`src/rtl/rom_arbiter.sv`:
```
// Two-port arbiter in front of a shared combinational ROM: instruction fetch has
// priority, data reads are protected from starvation, and responses are registered.
module rom_arbiter #(
    parameter int unsigned STARVE_MAX = 4
) (
    input  logic        clk,
    input  logic        reset,
    input  logic        if_req,
    input  logic [30:0] if_addr,
    input  logic        if_flush,
    output logic        if_ack,
    output logic [31:0] if_data,
    output logic        if_ovf,
    input  logic        dr_req,
    input  logic [30:0] dr_addr,
    output logic        dr_ack,
    output logic [31:0] dr_data,
    output logic        dr_ovf,
    output logic [30:0] rom_addr,
    input  logic [31:0] rom_data,
    input  logic        rom_ovf
);

    typedef enum logic [1:0] {
        GNT_NONE,
        GNT_IF,
        GNT_DR
    } grant_e;

    localparam logic [3:0] STARVE_LIM = 4'(STARVE_MAX);

    grant_e     grant;
    logic [3:0] starve_cnt;
    logic       dr_starved;

    assign dr_starved = (starve_cnt == STARVE_LIM);

    // NOTE: every combinational output gets a default first so no path infers a latch.
    always_comb begin
        grant    = GNT_NONE;
        rom_addr = if_addr;
        // Requests seen while reset is low are ignored outright.
        if (reset) begin
            if (if_req && !if_flush && !(dr_req && dr_starved)) begin
                grant = GNT_IF;
            end else if (dr_req) begin
                grant = GNT_DR;
            end
        end
        if (grant == GNT_DR) begin
            rom_addr = dr_addr;
        end
    end

    // NOTE: sequential state uses non-blocking assignments only, so every register
    // samples the pre-edge values regardless of statement order.
    always_ff @(posedge clk) begin
        if (!reset) begin
            if_ack     <= 1'b0;
            if_data    <= 32'h0;
            if_ovf     <= 1'b0;
            dr_ack     <= 1'b0;
            dr_data    <= 32'h0;
            dr_ovf     <= 1'b0;
            starve_cnt <= 4'd0;
        end else begin
            if_ack <= (grant == GNT_IF);
            dr_ack <= (grant == GNT_DR);

            if (grant == GNT_IF) begin
                if_data <= rom_data;
                if_ovf  <= rom_ovf;
            end
            if (grant == GNT_DR) begin
                dr_data <= rom_data;
                dr_ovf  <= rom_ovf;
            end

            // A flush always hands the slot to a pending data read, so a flushed
            // cycle can never register as a loss here.
            if (dr_req && grant != GNT_DR) begin
                if (!dr_starved) begin
                    starve_cnt <= starve_cnt + 4'd1;
                end
            end else begin
                starve_cnt <= 4'd0;
            end
        end
    end

endmodule
```
`config.mk`:
```
export PLATFORM = sky130hd
export DESIGN_NAME = rom_arbiter
export DESIGN_NICKNAME = d
export VERILOG_FILES = /design/src/rtl/rom_arbiter.sv
export SDC_FILE = /design/constraint.sdc
export NUM_CORES = 1
export LEC_CHECK = 0
export CAP_MARGIN = 25
export CORE_MARGIN = 1.5
export CORE_UTILIZATION = 33
export CTS_CLUSTER_DIAMETER = 60
export CTS_CLUSTER_SIZE = 8
export DETAILED_ROUTE_END_ITERATION = 6
export PLACE_DENSITY = 0.76
export SETUP_SLACK_MARGIN = 0.05
export SYNTH_ARGS = -nofsm -noshare
export SYNTH_HDL_FRONTEND = slang
export SYNTH_SLANG_ARGS = --single-unit
```
`constraint.sdc`:
```
create_clock -name clk -period 1.81 [get_ports clk]
set_input_delay 0.362 -clock clk [delete_from_list [all_inputs] [get_ports clk]]
set_output_delay 0.362 -clock clk [all_outputs]
set_load 0.1 [all_outputs]
```
Yosys cells after proc, flatten, opt, wreduce, memory -nomap -nowiden
Cells that the tools add are included.

storage, ports and cells
  register bits after elaboration = 72
  bits in latches = 0
  memory bits (writable) = 0
  bits in read-only memories = 0
  logic and storage cells = 23
  memories = 0

cells by class
  $add $sub $neg = 1
  multipliers = 0
  divide/modulo/power cells = 0
  order comparisons = 0
  equal/unequal tests = 4
  shift operators = 0
  mux-type cells = 4
  bitwise gates (word level) = 0
  reduce and logical (&&, ||, !) cells = 7

operators with widths
  cell                                                                    number
  31-bit 2-to-1 mux                                                       1
  2-bit 2-to-1 mux                                                        3
  4-bit by 1-bit adder with 4-bit output (second input constant)          1
  4-bit by 3-bit equality test with 1-bit output (second input constant)  1
  1-bit logical AND                                                       4
  2-bit by 1-bit equality test with 1-bit output (second input constant)  1
  2-bit equality test (second input constant)                             1
  1-bit zero test                                                         2
  2-bit != test (second input constant)                                   1
  2-bit AND reduction                                                     1

Depth between registers and ports, before layout
  word-level depth = 9
  gate-level depth with buffers = 7
  mapped depth without buffers = 5

Worst setup path before layout
No wires, ideal clock.

  path kind = reg-to-output
  start = reg starve_cnt[0]
  end = out rom_addr[0]
  arrival time = 1.673 ns
  slack = -0.225 ns
  stages on the path, launching flop included = 8
  buffers on the path = 2
  path through = dfxtp_1 inv_1 ha_1 and3b_4 o21ba_1 buf_6 buf_6 mux2_4

on the way
  cells in the longest elaborated chain, start to end = 8

ends and longest elaborated chain
  element                                         line  source
  start, declared                                 33    logic [3:0] starve_cnt;
  start signal, assigned                          83    starve_cnt <= starve_cnt + 4'd1;
  4-bit by 3-bit equality test with 1-bit output  36    assign dr_starved = (starve_cnt == STARVE_LIM);
  1-bit logical AND                               44    if (if_req && !if_flush && !(dr_req && dr_starved)) begin
  1-bit zero test                                 44
  1-bit logical AND                               44
  2-bit 2-to-1 mux                                44
  2-bit 2-to-1 mux                                43    if (reset) begin
  2-bit equality test                             50    if (grant == GNT_DR) begin
  31-bit 2-to-1 mux                               50
  end, declared                                   19    output logic [30:0] rom_addr,

Every way passes these cells.

Final worst setup path
  start = in dr_req
  end = out rom_addr[27]

on the way
  cells in the longest elaborated chain, start to end = 7

ends and longest elaborated chain
  element                  line  source
  start, declared          14    input logic dr_req,
  1-bit logical AND        44
  1-bit zero test          44
  1-bit logical AND        44
  2-bit 2-to-1 mux (*)     44
  2-bit 2-to-1 mux (*)     43
  2-bit equality test (*)  50
  31-bit 2-to-1 mux (*)    50

Every way passes the cells marked *; elsewhere a longest branch is shown, timed or not.

==> results.json <==
{
  "violations": "negative setup slack",
  "drtIter0Drc": 72,
  "drc": 0,
  "via_count": 3014,
  "routed_via_density": 4.59,
  "crit_slowest_cell": "clkdlybuf4s50_1",
  "antenna_found_initial": 0,
  "fp-row-count": 35,
  "io_buffer_count": 198,
  "fp.dieW_um": 102,
  "endpoint_kind": "output pin",
  "multi_input_area_um2": 1670,
  "syn-num-nets": 413,
  "ios": 199,
  "hp-start": "reset",
  "grt_pass1_wl_um": 16300,
  "grt_pass1_vias": 3270,
  "power_mw": 5.60,
  "min_to": "starve_cnt[1]$_SDFFE_PN0P_",
  "core-area_um2": 9330,
  "crit_top_cell": "buf_12",
  "crit_path_max_fanout": 10,
  "crit_type": "input pin to output pin",
  "fin_tns_setup_ns": -15.13,
  "nets": 625,
  "min_path_type": "input pin to flop",
  "setup_viol_count_final": 31,
  "drive_above_1_share_pct": 34.3,
  "drt-pass1-iter-count": 4,
  "antenna_left": 0,
  "cp.arrival_ns": 1.95,
  "cts_tree": "done",
  "detail_route.wl_per_cell_um": 17.1,
  "synth_area_um2": 3210,
  "slew_violations": 0,
  "hold_slack_ns": 0.471,
  "track_usage_pct": 20.7,
  "final_common_cell": "buf_12",
  "r2r_end": "if_data[5]$_SDFFE_PN0P_",
  "p_leak_nw": 3.09,
  "skew_ns": 0.00764,
  "syn_avg_cell_area_um2": 10.3,
  "num_antenna_cells": 0,
  "cts_max_level": 3,
  "status": "finished, violations left",
  "critPathLaunchType": "input pin",
  "place_congestion": 0.727,
  "start_util_pct": 34.4,
  "tightest_slew_ns": 0.966,
  "die_area_um2": 10300,
  "regArea_um2": 1440,
  "cp_cell_sequence": "clkdlybuf4s50_1, nand2_1, o21ba_4, buf_12, mux2_4, buf_12",
  "path_clk_slew_ns": 0.07,
  "final-hold-violation-count": 0,
  "slew_headroom_pct": 35.6,
  "rsz0062_at_grt": "true",
  "clkLatencyLatePin_ns": 0.34,
  "slowest_delay_ns": 0.51,
  "grt_max_degree": 101,
  "die_h_um": 102,
  "finalCriticalPeriod_ns": 2.31,
  "reg2regPathDepth": 8,
  "fmax_ghz": 0.433,
  "ctsRootBufferMaster": "clkbuf_8",
  "synthDistinctLibCells": 20,
  "min_path_cells": 4,
  "clock_sinks": 72,
  "post-route-util_pct": 73.6,
  "cts-buffers-inserted": 9,
  "ys_ff_latch": 72,
  "peakVddDrop_mv": 0.651,
  "syn_inst": 311,
  "r2r_start": "starve_cnt[1]$_SDFFE_PN0P_",
  "post-place-ws_ns": -0.492,
  "worst-path-buf-inv": 3,
  "finalWirelength_um": 11200,
  "clk_path_buf_depth": 2,
  "cp_top_family": "buffers and inverters",
  "timing.final.crit_share_pct": 128,
  "rrSetupSlack_ns": 0.09,
  "fin_ws_ns": -0.500,
  "nFillCells": 614,
  "yosysSeqAreaShare_pct": 44.9,
  "final_cell_mix": "buf_12, nand2_1, clkdlybuf4s50_1, dfxtp_1, mux2i_1",
  "hpwl_um": 8140,
  "ys_warn_count": 0,
  "cap_violations": 0,
  "grt_overflow": 0,
  "powerDensity_nw_per_um2": 817,
  "area_delta_synth_final_pct": 114,
  "required_ns": 1.45
}
## worst max path at each step
stage                                    start            to  slack, ns  cells past startpoint
floorplan           starve_cnt[0]$_SDFFE_PN0P_   rom_addr[0]      -0.15                      7
global placement                        dr_req   rom_addr[8]      -0.43                      6
detailed placement                      dr_req  rom_addr[27]      -0.49                      6
CTS                 starve_cnt[1]$_SDFFE_PN0P_   rom_addr[8]      -0.53                      7
global route        starve_cnt[0]$_SDFFE_PN0P_   rom_addr[3]      -0.57                      7
finish                                  dr_req  rom_addr[27]      -0.50                      6
## per-layer routing
metal	vias up	wire length, µm	share of wire, %	GRT usage (%)
met1	1401	3820	34	18.9
met5	-	0	0	0
li1	1452	-	-	-
met2	140	5940	53	39.3
met3	21	1210	11	10.1
met4	0	245	2.2	7.26
## cells in the mapped netlist, drive strengths merged
cell type	count	area, µm²
nor4	1	6.26
a21o	1	7.51
nor2	2	7.51
mux2i	67	671
nor3	3	15.0
clkbuf	11	41.3
o21ba	1	10.0
nand2	100	375
mux2	31	458
ha	2	25.0
o21ai	1	8.76
buf	11	97.6
dfxtp	72	1440
and3b	1	12.5
xnor2	1	8.76
inv	4	15.0
nand2b	1	6.26
nand3	1	5.00
## metrics by stage
step                      instances  instance area, µm²
after detailed placement        631                6400
after global routing            657                6860
after global placement          631                6400
final                           657                6860
after CTS                       650                6700
after floorplan                 311                3240
## registers in the layout, indices dropped and copies added, names as in the netlist
register and count:
dr_data 32, if_ovf 1, dr_ovf 1, if_ack 1, starve_cnt 4, if_data 32, dr_ack 1
## power by group
part / leakage (nW) / switching, mW / total (mW) / internal (mW)
Sequential: 0.591 / 0.0907 / 1.76 / 1.67
Clock: 0.124 / 0.588 / 1.54 / 0.954
Combinational: 2.37 / 1.36 / 2.30 / 0.942
Total: 3.09 / 2.04 / 5.60 / 3.57
## worst reg2reg max path: stages (launching register included)
cell and delay (ns):
dfxtp_2 0.33, inv_2 0.04, ha_4 0.15, and3b_4 0.19, buf_4 0.13, buf_4 0.14, a21o_4 0.24, clkbuf_16 0.21
mux2i_1 0.21
## cell families after synthesis
group | share of synthesized area, %
buffers and inverters | 4.79
XOR/XNOR | 0.273
multiplexers | 35.1
adder cells (fa/ha/maj) | 0.779
AND/OR/NAND/NOR | 13.3
flip-flops | 44.9
AO/OA/AOI/OAI | 0.818
## repair_timing
| item | in CTS | in global routing |
|---|---|---|
| hold buffers | 0 | 0 |
| gates resized for setup | 4 | 5 |
| buffers inserted | 2 | 3 |
| gates cloned | 1 | 5 |
| setup endpoints to repair | 31 | 34 |
| pin swaps | 0 | 3 |
## layout make-up
cell class | instances | area share [%]
Multi-Input combinational cell | 213 | 24.3
Timing Repair Buffer | 223 | 48.5
Clock inverter | 5 | 1.51
Inverter | 4 | 0.219
Tap cell | 129 | 2.35
Clock buffer | 11 | 2.06
Sequential cell | 72 | 21.0
No activity file was read; power rests on OpenSTA's default activity.
